File: src/rtl/sensor_pkg.sv
// sensor_pkg: shared definitions for the DHT11-to-UART packet transmitter.
//   - packet header default, status codes and packet length
//   - serializer state encoding
//   - DHT11 frame layout and the payload builder (checksum + status decision)
package sensor_pkg;

  localparam logic [7:0] DEFAULT_HEADER  = 8'hAA;
  localparam logic [7:0] STATUS_OK       = 8'h00;
  localparam logic [7:0] STATUS_NEG      = 8'h01;
  localparam logic [7:0] STATUS_BAD_CSUM = 8'hE1;
  localparam int         NUM_BYTES       = 4;

  typedef enum logic [1:0] {
    ST_IDLE,
    ST_START,
    ST_DATA,
    ST_STOP
  } tx_state_t;

  // DHT11 frame as delivered by the sensor front end, MSB first.
  typedef struct packed {
    logic [7:0] hum_int;
    logic [7:0] hum_dec;
    logic [7:0] tmp_int;
    logic [7:0] tmp_dec;
    logic [7:0] checksum;
  } dht_frame_t;

  // Returns the three bytes that follow the header: {hum, tmp, status}.
  // A bad checksum blanks both data bytes so a receiver never sees
  // corrupted readings, only the error status.
  function automatic logic [23:0] build_payload(input dht_frame_t f);
    logic [7:0]  sum;
    logic [23:0] p;
    sum = f.hum_int + f.hum_dec + f.tmp_int + f.tmp_dec;
    if (sum != f.checksum) begin
      p = {8'h00, 8'h00, STATUS_BAD_CSUM};
    end else begin
      p = {f.hum_int, f.tmp_int, (f.tmp_dec[7] ? STATUS_NEG : STATUS_OK)};
    end
    return p;
  endfunction

endpackage

File: src/rtl/uart_tx_byte.sv
// uart_tx_byte: 8N1 serializer, one byte per start request.
//   i_clk    system clock (rising edge)
//   i_srst   synchronous active-high reset
//   i_start  load i_byte and begin a frame (honoured in IDLE, and in the
//            last cycle of STOP so bytes can run back to back)
//   i_byte   byte to send, LSB first
//   o_tx     registered serial line, idle high
//   o_busy   a frame is in progress
//   o_done   high during the final cycle of the stop bit
module uart_tx_byte
  import sensor_pkg::*;
#(
  parameter int CLKS_PER_BIT = 5208
) (
  input  logic       i_clk,
  input  logic       i_srst,
  input  logic       i_start,
  input  logic [7:0] i_byte,
  output logic       o_tx,
  output logic       o_busy,
  output logic       o_done
);

  localparam int                CNT_W    = (CLKS_PER_BIT > 1) ? $clog2(CLKS_PER_BIT) : 1;
  localparam logic [CNT_W-1:0] CNT_LAST = CNT_W'(CLKS_PER_BIT - 1);

  tx_state_t        r_state, w_state_next;
  logic [CNT_W-1:0] r_clk_cnt, w_clk_cnt_next;
  logic [2:0]       r_bit_idx, w_bit_idx_next;
  logic [7:0]       r_shift, w_shift_next;
  logic             r_tx, w_tx_next;
  logic             w_bit_end;

  assign w_bit_end = (r_clk_cnt == CNT_LAST);

  always_ff @(posedge i_clk) begin
    if (i_srst) begin
      r_state   <= ST_IDLE;
      r_clk_cnt <= '0;
      r_bit_idx <= '0;
      r_shift   <= '0;
      r_tx      <= 1'b1;
    end else begin
      r_state   <= w_state_next;
      r_clk_cnt <= w_clk_cnt_next;
      r_bit_idx <= w_bit_idx_next;
      r_shift   <= w_shift_next;
      r_tx      <= w_tx_next;
    end
  end

  // tx is computed one cycle ahead so the line itself is a plain flop.
  always_comb begin
    w_state_next   = r_state;
    w_clk_cnt_next = r_clk_cnt + 1'b1;
    w_bit_idx_next = r_bit_idx;
    w_shift_next   = r_shift;
    w_tx_next      = r_tx;
    case (r_state)
      ST_IDLE: begin
        w_clk_cnt_next = '0;
        w_tx_next      = 1'b1;
        if (i_start) begin
          w_state_next = ST_START;
          w_shift_next = i_byte;
          w_tx_next    = 1'b0;
        end
      end
      ST_START: begin
        if (w_bit_end) begin
          w_clk_cnt_next = '0;
          w_bit_idx_next = '0;
          w_state_next   = ST_DATA;
          w_tx_next      = r_shift[0];
        end
      end
      ST_DATA: begin
        if (w_bit_end) begin
          w_clk_cnt_next = '0;
          if (r_bit_idx == 3'd7) begin
            w_bit_idx_next = '0;
            w_state_next   = ST_STOP;
            w_tx_next      = 1'b1;
          end else begin
            w_bit_idx_next = r_bit_idx + 3'd1;
            w_shift_next   = {1'b0, r_shift[7:1]};
            w_tx_next      = r_shift[1];
          end
        end
      end
      ST_STOP: begin
        if (w_bit_end) begin
          w_clk_cnt_next = '0;
          // Chaining straight into the next start bit leaves no idle gap.
          if (i_start) begin
            w_state_next = ST_START;
            w_shift_next = i_byte;
            w_tx_next    = 1'b0;
          end else begin
            w_state_next = ST_IDLE;
            w_tx_next    = 1'b1;
          end
        end
      end
      default: begin
        w_state_next = ST_IDLE;
        w_tx_next    = 1'b1;
      end
    endcase
  end

  assign o_tx   = r_tx;
  assign o_busy = (r_state != ST_IDLE);
  assign o_done = (r_state == ST_STOP) && w_bit_end;

endmodule

File: src/rtl/sensor_uart_tx.sv
// sensor_uart_tx: accepts a 40-bit DHT11 frame and sends a 4-byte UART
// packet {HEADER, hum_int, tmp_int, status}, 8N1, bytes back to back.
//   sys_clk      system clock (rising edge)
//   sys_rst      synchronous active-high reset, aborts any packet
//   frame_valid  a frame is offered on frame_data
//   frame_data   {hum_int, hum_dec, tmp_int, tmp_dec, checksum}
//   frame_ready  registered; high while no packet is in flight
//   tx           registered serial line, idle high
//   drop_cnt     saturating count of cycles with frame_valid while busy
module sensor_uart_tx
  import sensor_pkg::*;
#(
  parameter int         CLKS_PER_BIT = 5208,
  parameter logic [7:0] HEADER       = DEFAULT_HEADER
) (
  input  logic        sys_clk,
  input  logic        sys_rst,
  input  logic        frame_valid,
  input  logic [39:0] frame_data,
  output logic        frame_ready,
  output logic        tx,
  output logic [7:0]  drop_cnt
);

  localparam int                IDX_W    = $clog2(NUM_BYTES);
  localparam logic [IDX_W-1:0] LAST_IDX = IDX_W'(NUM_BYTES - 1);

  logic             r_ready;
  logic [7:0]       r_drop;
  logic [IDX_W-1:0] r_byte_idx;
  logic [7:0]       r_pkt [NUM_BYTES];

  dht_frame_t       w_frame;
  logic [23:0]      w_payload;
  logic [7:0]       w_pkt [NUM_BYTES];
  logic [IDX_W-1:0] w_next_idx;
  logic             w_accept;
  logic             w_more;
  logic             w_ser_start;
  logic [7:0]       w_ser_byte;
  logic             w_ser_tx;
  logic             w_ser_busy;
  logic             w_ser_done;

  assign w_frame   = dht_frame_t'(frame_data);
  assign w_payload = build_payload(w_frame);
  assign w_pkt[0]  = HEADER;

  genvar gi;
  generate
    for (gi = 1; gi < NUM_BYTES; gi++) begin : g_pkt_bytes
      assign w_pkt[gi] = w_payload[8*(NUM_BYTES-1-gi) +: 8];
    end
  endgenerate

  // Frames are only taken when the serializer is truly idle and never
  // while reset is held.
  assign w_accept    = frame_valid && r_ready && !w_ser_busy && !sys_rst;
  assign w_more      = !r_ready && w_ser_done && (r_byte_idx != LAST_IDX);
  assign w_next_idx  = r_byte_idx + 1'b1;
  assign w_ser_start = w_accept || w_more;
  // The header goes out straight from the parameter so the line can drop
  // in the cycle right after acceptance.
  assign w_ser_byte  = w_accept ? HEADER : r_pkt[w_next_idx];

  always_ff @(posedge sys_clk) begin
    if (sys_rst) begin
      r_ready    <= 1'b1;
      r_drop     <= '0;
      r_byte_idx <= '0;
    end else begin
      if (frame_valid && !r_ready && (r_drop != 8'hFF)) begin
        r_drop <= r_drop + 8'd1;
      end
      if (w_accept) begin
        r_ready    <= 1'b0;
        r_byte_idx <= '0;
      end else if (!r_ready && w_ser_done) begin
        if (r_byte_idx == LAST_IDX) begin
          r_byte_idx <= '0;
          r_ready    <= 1'b1;
        end else begin
          r_byte_idx <= w_next_idx;
        end
      end
    end
  end

  // Packet bytes are captured only on acceptance, so frames offered while
  // busy cannot disturb the packet in flight.
  generate
    for (gi = 0; gi < NUM_BYTES; gi++) begin : g_pkt_regs
      always_ff @(posedge sys_clk) begin
        if (w_accept) begin
          r_pkt[gi] <= w_pkt[gi];
        end
      end
    end
  endgenerate

  uart_tx_byte #(
    .CLKS_PER_BIT(CLKS_PER_BIT)
  ) u_tx_byte (
    .i_clk  (sys_clk),
    .i_srst (sys_rst),
    .i_start(w_ser_start),
    .i_byte (w_ser_byte),
    .o_tx   (w_ser_tx),
    .o_busy (w_ser_busy),
    .o_done (w_ser_done)
  );

  assign frame_ready = r_ready;
  assign tx          = w_ser_tx;
  assign drop_cnt    = r_drop;

endmodule

File: config.mk
export PLATFORM = sky130hd
export DESIGN_NAME = sensor_uart_tx
export DESIGN_NICKNAME = d
export VERILOG_FILES = /design/src/rtl/sensor_pkg.sv /design/src/rtl/uart_tx_byte.sv /design/src/rtl/sensor_uart_tx.sv
export SDC_FILE = /design/constraint.sdc
export NUM_CORES = 1
export LEC_CHECK = 0
export CAP_MARGIN = 0
export CORE_UTILIZATION = 25
export DETAILED_ROUTE_END_ITERATION = 10
export GPL_ROUTABILITY_DRIVEN = 0
export SKIP_LAST_GASP = 1
export SYNTH_ARGS = -nofsm -noshare
export SYNTH_HDL_FRONTEND = slang
export SYNTH_HIERARCHICAL = 1
export SYNTH_SLANG_ARGS = --single-unit
File: constraint.sdc
create_clock -name sys_clk -period 4.1 [get_ports sys_clk]
set_input_delay 0.41 -clock sys_clk [delete_from_list [all_inputs] [get_ports sys_clk]]
set_output_delay 0.41 -clock sys_clk [all_outputs]
set_load 0.01 [all_outputs]
==> impl_metrics.csv <==
group,metric,value,unit
run_status,status,"completed",
clocking,post-cts-setup-buffer-count,0,
synthesis,yosysUniqueCellTypes,51,
flow_run,cap_violations,0,
worst_setup_path,r2r-start,"u_tx_byte/r_clk_cnt[0]",
floorplan,coreArea,13300,µm²
sta,report.final.slew_viol_count,0,
floorplan,num_io_pins,53,
clocking,tritoncts.num_buffers,5,
synthesis,synthTopCellsByCount,"dfxtp_1, nor2_1, a21oi_1",
power_and_ir_drop,seq_power_share,38.5,%
sta,setup_tns,0,ps
sta,fin_crit,3813,ps
power_and_ir_drop,switching_power,591.7,µW
power_and_ir_drop,clkPwrFrac,23.8,%
final_layout,area_growth,25.20,%
final_layout,fin_cells,568,
worst_setup_path,crit_start,"frame_data[17]",
sta,setup-violations-final,0,
final_layout,layout-drive-gt1-share,7.398,%
worst_setup_path,cp.required,4130,ps
synthesis,syn-instance-count,339,
global_routing,grt_pass1_wl,11.55,mm
global_routing,gr-usage-all-layers,9.864,%
hold_path,hold_class,"reg2reg",
synthesis,yosys_warnings,6,
clocking,clockBufferDepth,2,
synthesis,synth-seq-area-share,37.98,%
sta,slew_headroom,44.96,%
clocking,clk_pin_slew,70,ps
drt,vias,2574,
synthesis,ys_ff_latch,56,
worst_setup_path,crit_type,"in2reg",
placed_design,dp_cells,560,
clocking,cts_max_level,2,
synthesis,yosysMostFrequentCell,"dfxtp_1",
sta,clock.fmax,262.2,MHz
drt,first_pass_iters,4,
clocking,tritoncts,"done",
clocking,cts_resized,0,
sta,rsz0062_at_grt,"false",
worst_setup_path,cp-end-kind,"register",
clocking,cts_hold_buf,0,
sta,tightest_slew,824.7,ps
power_and_ir_drop,combPwrFrac,37.7,%
global_routing,antenna_found_initial,0,
sta,fin_crit_sh,93.00,%
clocking,clkSinkCount,56,
drt,drt-total-wl,6.704,mm
hold_path,hp-start,"u_tx_byte/r_clk_cnt[0]",
synthesis,yosysTopAreaCell,"dfxtp_1",
floorplan,num_rows,42,
global_routing,grt-ovfl-total,0,
placed_design,io_buffers,52,
power_and_ir_drop,p_sw_share,33.09,%
floorplan,chipHeight,119.1,µm
synthesis,yosysTopAreaCellShare,22.21,%
worst_setup_path,cp.arrival,3850,ps
drt,wl_per_cell,11.80,µm
drt,drt_iter0_markers,100,
floorplan,fp.dieArea,14180,µm²
clocking,root_buffer,"clkbuf_16",
global_routing,grt_pass1_vias,2537,
synthesis,synth_edf_count,18,
final_layout,diodes,0,
global_routing,grt_max_degree,29,
worst_setup_path,critPathLaunchType,"input pin",
synthesis,avgSynthCellArea,10.11,µm²
synthesis,postSynthNetCount,414,
synthesis,ys_top_cells_by_area,"dfxtp_1, edfxtp_1, fa_1",
synthesis,synthArstFlopShare,0,%
sta,hold_viol_final,0,
drt,post-route-drc-count,0,
floorplan,initial_core_util,25.77,%
floorplan,fp.dieW,119.1,µm
drt,vias_per_cell,4.532,
synthesis,synth_area,3426,µm²
worst_setup_path,path_max_fanout,18,
drt,detail-route-antenna-nets,0,
power_and_ir_drop,vdd_drop_max,0.2743,mV
power_and_ir_drop,power_leakage,1.578,nW
sta,skew,5.449,ps
power_and_ir_drop,p_per_area,417.0,nW/µm²
clocking,clock_latency,280,ps
final_layout,fin_nets,466,
power_and_ir_drop,p_int,1.197,mW
synthesis,synth_ff_type,"dfxtp_1",
placed_design,dp_hpwl,5.273,mm
==> power groups by stage <==
stage               Combinational [mW]  Sequential, mW  Clock, mW
floorplan                        0.492           0.691          0
global placement                 0.655           0.698          0
detailed placement               0.677           0.701          0
CTS                              0.680           0.689      0.440
global route                     0.750           0.698      0.466
finish                           0.674           0.689      0.426
==> cell usage in the layout, fill, tap and decap left out, types with 3 or more instances in the layout <==
cell and instances:
mux2i_1 11, nand2b_1 7, edfxtp_1 18, a211oi_1 4, and3_1 9, a21oi_1 25, dfxtp_1 38, and3_2 8
nand2_1 17, nand3_1 5, buf_4 4, fa_1 14, clkdlybuf4s50_1 52, nand4_1 10, ha_1 18, nor3_1 3
or3_1 7, o21ai_0 12, clkbuf_16 5, xor2_1 12, inv_1 19, a311oi_1 7, and2_1 4, nor2_1 33
xnor2_1 14
==> cell type report <==
| class | count | area, µm² |
|---|---|---|
| clock buffers | 8 | 146.4 |
| fillers | 1361 | 9006 |
| inverters | 19 | 71.32 |
| multi-input cells | 253 | 1999 |
| flip-flops and latches | 56 | 1301 |
| well taps | 176 | 220.2 |
| repair buffers | 56 | 550.5 |
==> path summary, 6_finish.rpt <==
| check | end | slack (ps) | depth (start not counted) |
|---|---|---|---|
| setup / recovery | r_pkt[3][0] | 290 | 13 |
| hold / removal | u_tx_byte/r_clk_cnt[0] | 450 | 1 |
| setup reg to reg | u_tx_byte/r_shift[6] | 1460 | 10 |
| hold reg to reg | u_tx_byte/r_clk_cnt[0] | 450 | 1 |
==> cells by family after synthesis <==
group | share of synthesized area, %
muxes | 3.214
and+or+nand+nor | 18.96
xor gates and xnor gates | 8.437
buffers and inverters | 3.652
adders and majority gates | 14.76
AOI/OAI and AO/OA | 13.00
DFF | 37.98
==> stage by stage <==
stage	hold WS (ps)	setup WS (ps)	total power [mW]	utilization (%)	instance area, µm²
2_1_floorplan	417.5	514.1	1.184	-	3426
3_3_place_gp	429.7	71.51	1.353	31.16	4143
3_5_place_dp	442.4	-1.378	1.378	31.16	4143
4_1_cts	456.8	300.5	1.809	32.26	4289
5_1_grt	482.8	182.2	1.914	32.26	4289
6_report	449.8	286.8	1.788	32.26	4289
==> layer usage <==
metal  vias up  part of all wire [%]  global-route usage [%]
met5         -                     0                       0
met4         0                   1.0                   3.085
met3         2                   4.4                   1.772
met2        58                    46                   16.39
met1      1196                    48                   12.91
li1       1318                     -                       -
==> worst max-delay path: stages <==
cell,delay [ps]
clkdlybuf4s50_1,460
fa_1,520
inv_1,50
fa_1,490
inv_1,40
ha_1,210
fa_1,420
nand3_1,130
a21oi_1,80
or3_4,340
a2111oi_4,350
buf_4,240
nand3b_1,90
==> sequential cells by signal, indices dropped and copies added (netlist names) <==
register             count
u_tx_byte/r_clk_cnt     13
r_pkt                   18
u_tx_byte/r_state        2
u_tx_byte/o_tx           1
frame_ready              1
r_byte_idx               2
drop_cnt                 8
u_tx_byte/r_shift        8
u_tx_byte/r_bit_idx      3
Power figures use the tool's default switching activity.
==> edit 1, RTL diff (same settings) <==
Make the reset (`i_srst` and `sys_rst`) asynchronous in 2 clocked blocks. Comments in the files are not updated.
--- a/src/rtl/uart_tx_byte.sv
+++ b/src/rtl/uart_tx_byte.sv
@@ -33,7 +33,7 @@
 
   assign w_bit_end = (r_clk_cnt == CNT_LAST);
 
-  always_ff @(posedge i_clk) begin
+  always_ff @(posedge i_clk or posedge i_srst) begin
     if (i_srst) begin
       r_state   <= ST_IDLE;
       r_clk_cnt <= '0;
--- a/src/rtl/sensor_uart_tx.sv
+++ b/src/rtl/sensor_uart_tx.sv
@@ -63,7 +63,7 @@
   // in the cycle right after acceptance.
   assign w_ser_byte  = w_accept ? HEADER : r_pkt[w_next_idx];
 
-  always_ff @(posedge sys_clk) begin
+  always_ff @(posedge sys_clk or posedge sys_rst) begin
     if (sys_rst) begin
       r_ready    <= 1'b1;
       r_drop     <= '0;
Check against the original RTL: differs if sys_rst is asserted again (counterexample within 4 cycles, from zero or initial values and one cycle with sys_rst high); with sys_rst held inactive, the same outputs for 10 cycles.
==> edit 1 against the original RTL <==
Utilization about the same. Maximum frequency up 3.2%. Non-clock buffer count unchanged. Routed wire length up 2.0%. Critical path depth down 1. Final area up 5.4%. Total power down 18%. Clock skew up 0.0048 ns. Sequential cell count unchanged. Worst setup slack better by 0.12 ns. Synthesized area up 5.3%. Critical path type unchanged.
==> edit 1: results <==
{
  "status": "complete, no violations",
  "met1_usage": 0.122,
  "dp_slack_ns": 0.0749,
  "startpoint": "frame_data[9]",
  "async_flop_share": 0.679,
  "clock-skew-final_ns": 0.0103,
  "grt_util_met3": 0.0201,
  "switchingPower_uw": 424,
  "wl_met2_um": 3530,
  "grt_usage": 0.102,
  "insertion_delay_ns": 0.30,
  "grt_max_degree": 28,
  "synth_nets": 391,
  "dp_hpwl_um": 5500,
  "max_stage_delay_ns": 0.56,
  "rr_startpoint": "u_tx_byte/r_clk_cnt[0]",
  "dr.first_iter.drc_count": 151,
  "worstHoldStart": "u_tx_byte/o_tx",
  "worst_pin_slew_ns": 1.04,
  "finalNetCount": 447,
  "met3_length_um": 215,
  "worst-path-max-fanout": 4,
  "p_total_uw": 1470,
  "ys_seq_area_frac": 0.414,
  "grtUsageMet2": 0.183,
  "reg2reg_to": "u_tx_byte/r_state[1]",
  "m1WireLength_um": 3000,
  "layout-drive-gt1-share": 0.153,
  "netlist_top_cells_area": "dfrtp_1 25%, edfxtp_1 15%, fa_1 7.8%, ha_1 6.2%, mux2_2 5.0%",
  "ys_types": 58,
  "syn-mean-instance-area_um2": 11.4,
  "crit_arrival_ns": 3.74,
  "worst_ir_drop_vdd_uv": 190
}
## edit 1: cell count changes in the layout (fill, tap and decap cells not counted), moves of 7 or more
cell / before / now
dfrtp_1: 0 / 36
mux2_2: 0 / 16
mux2i_1: 11 / 3
a311oi_1: 7 / 0
dfxtp_1: 38 / 0
nor3b_2: 0 / 7
and3_1: 9 / 2
a21oi_1: 25 / 11
and3_2: 8 / 0
## edit 1: cells by family after synthesis
logic type,synth area share
XOR/XNOR,0.0832
multiplexers,0.0624
AND/OR/NAND/NOR,0.180
flip-flops,0.414
adder cells (fa/ha/maj),0.140
buffers and inverters,0.0357
AO/OA/AOI/OAI,0.0839
## edit 1: final cells by class
type / instances / area share
clock buffers: 5 / 0.0277
repair buffers: 56 / 0.122
multi-input cells: 230 / 0.441
inverters: 23 / 0.0191
flip-flops and latches: 56 / 0.331
clock inverters: 3 / 0.0102
well taps: 180 / 0.0498
==> edit 2, RTL diff (same settings) <==
Made on the original files. `CLKS_PER_BIT` is set to 5208 in 2 places; all go to 10416.
--- a/src/rtl/uart_tx_byte.sv
+++ b/src/rtl/uart_tx_byte.sv
@@ -10,7 +10,7 @@
 module uart_tx_byte
   import sensor_pkg::*;
 #(
-  parameter int CLKS_PER_BIT = 5208
+  parameter int CLKS_PER_BIT = 10416
 ) (
   input  logic       i_clk,
   input  logic       i_srst,
--- a/src/rtl/sensor_uart_tx.sv
+++ b/src/rtl/sensor_uart_tx.sv
@@ -10,7 +10,7 @@
 module sensor_uart_tx
   import sensor_pkg::*;
 #(
-  parameter int         CLKS_PER_BIT = 5208,
+  parameter int         CLKS_PER_BIT = 10416,
   parameter logic [7:0] HEADER       = DEFAULT_HEADER
 ) (
   input  logic        sys_clk,
Behaviour: same outputs for any inputs over 10 cycles, from zero or initial values and one cycle with sys_rst high; that may be too few to reach the edited logic, so the function may still have changed.
==> edit 2 against the original RTL <==
Total power rose by 33%. Largest cell class unchanged. Routed wire length increased by 3.0%. Die area grew 5.2%. Sequential share of layout area shrank 1.9 points. Final area grew 8.4%. Combinational power is 23% higher. Worst setup slack better by 0.23 ns. Count of clock-buffer cells in the layout increased by 2. Critical path depth shrank 1. Sequential cell count grew 1. Synthesized area grew 5.3%. Final cell count up 3.2%. First-iteration DRC count grew 37%.
==> edit 2: results <==
{
  "status": "complete, no violations",
  "nFillCells": 1431,
  "synth-xor-area-share": 0.0871,
  "synth_edf_count": 18,
  "ys_seq_area_frac": 0.366,
  "cts_root_buf": "clkbuf_16",
  "synth_compound_area_frac": 0.133,
  "reg2reg_to": "u_tx_byte/r_shift[7]",
  "synthAdderAreaFrac": 0.140,
  "antenna_cells": 0,
  "ys_types": 62,
  "grt_pass1_vias": 2737,
  "multi_input_gates": 255,
  "synth_nets": 420,
  "inverters_excl_clock": 22,
  "antenna_found_initial": 0,
  "cts_buffer_depth": 2,
  "netlist_top_cells_area": "dfxtp_1 22%, edfxtp_1 15%, fa_1 7.8%, ha_1 6.2%, nor2_1 4.2%",
  "worst-path-max-fanout": 10,
  "top_regs": "r_pkt: 18 flops, u_tx_byte/r_clk_cnt: 14 flops",
  "clkCellAreaFrac": 0.0708,
  "clk_pin_slew_ns": 0.05,
  "buf_share": 0.118,
  "grt_max_degree": 26,
  "crit_arrival_ns": 3.74,
  "multi_input_area_share": 0.460,
  "dp_hpwl_um": 5310,
  "htreeDepth": 3,
  "vias": 2639,
  "reg2reg_depth": 10,
  "placement.io_buffers": 52,
  "post_drt_wl_per_cell_um": 11.8,
  "ys_warn_count": 6,
  "finalNetCount": 476,
  "first_pass_iters": 4,
  "grt_usage": 0.102,
  "cts_buffers": 9,
  "r2r_slack_ns": 0.79,
  "worst_hold_slack_ns": 0.470,
  "nFlopsAndLatches": 57,
  "clock-skew-final_ns": 0.00479,
  "worst_pin_slew_ns": 0.890,
  "grt_pass1_wl_um": 12000,
  "dp_slack_ns": 0.164,
  "leakage_uw": 0.00167,
  "placed_area_um2": 4320,
  "worst_ir_drop_vdd_uv": 176,
  "synthMuxAreaShare": 0.0333,
  "layout-drive-gt1-share": 0.126,
  "clock_buffers": 10,
  "synth_top_cells_by_count": "40 x nor2_1, 39 x dfxtp_1, 22 x inv_1",
  "insertion_delay_ns": 0.33,
  "seq_share": 0.284,
  "dr.first_iter.drc_count": 137
}
-- edit 2: changes by cell type after synthesis, sizes merged, moves of 6 or more --
cell   change
nor3b     +12
and3      -11
nor3       +9
a21oi      -7
nor2       +7
o21ai      -6
or3        -6
-- edit 2: how the worst max path moves through the flow --
stage / startpoint / cells after the start / endpoint / slack, ns
after global placement: frame_data[9] / 11 / r_pkt[3][0] / 0.17
after global routing: frame_data[9] / 13 / r_pkt[2][3] / 0.29
after detailed placement: frame_data[17] / 12 / r_pkt[2][3] / 0.16
after CTS: frame_data[9] / 12 / r_pkt[2][3] / 0.50
after floorplan: frame_data[9] / 10 / r_pkt[3][0] / 0.69
final: frame_data[9] / 12 / r_pkt[2][3] / 0.52
-- edit 2: metrics by stage --
step | util | cells | total power (µW)
floorplan | - | 345 | 1380
global placement | 0.309 | 570 | 1550
detailed placement | 0.309 | 570 | 1570
CTS | 0.332 | 586 | 2400
global route | 0.332 | 586 | 2520
finish | 0.332 | 586 | 2370
-- edit 2: report_power, final --
group	internal [µW]	total, µW	switching, µW	leakage, µW
Clock	550	819	270	0.000159
Combinational	371	827	456	0.00103
Sequential	675	725	49.9	0.000481
Total	1600	2370	775	0.00167
-- edit 2: per-layer routing --
metal / part of all wire / vias to the layer above / routed length, µm / GRT usage
met4: 0.018 / 0 / 123 / 0.0412
met3: 0.039 / 12 / 271 / 0.0328
met2: 0.48 / 45 / 3320 / 0.175
li1: - / 1347 / - / -
met5: 0 / - / 0 / 0
met1: 0.46 / 1235 / 3190 / 0.117
-- edit 2: worst max-delay path, cell delays in order --
cell and delay, ns:
clkdlybuf4s50_1 0.43, fa_1 0.54, inv_1 0.05, fa_1 0.49
inv_1 0.04, ha_1 0.22, fa_1 0.45, xor2_1 0.17
nor3_1 0.31, o2111ai_4 0.18, buf_4 0.22, nor3b_1 0.21
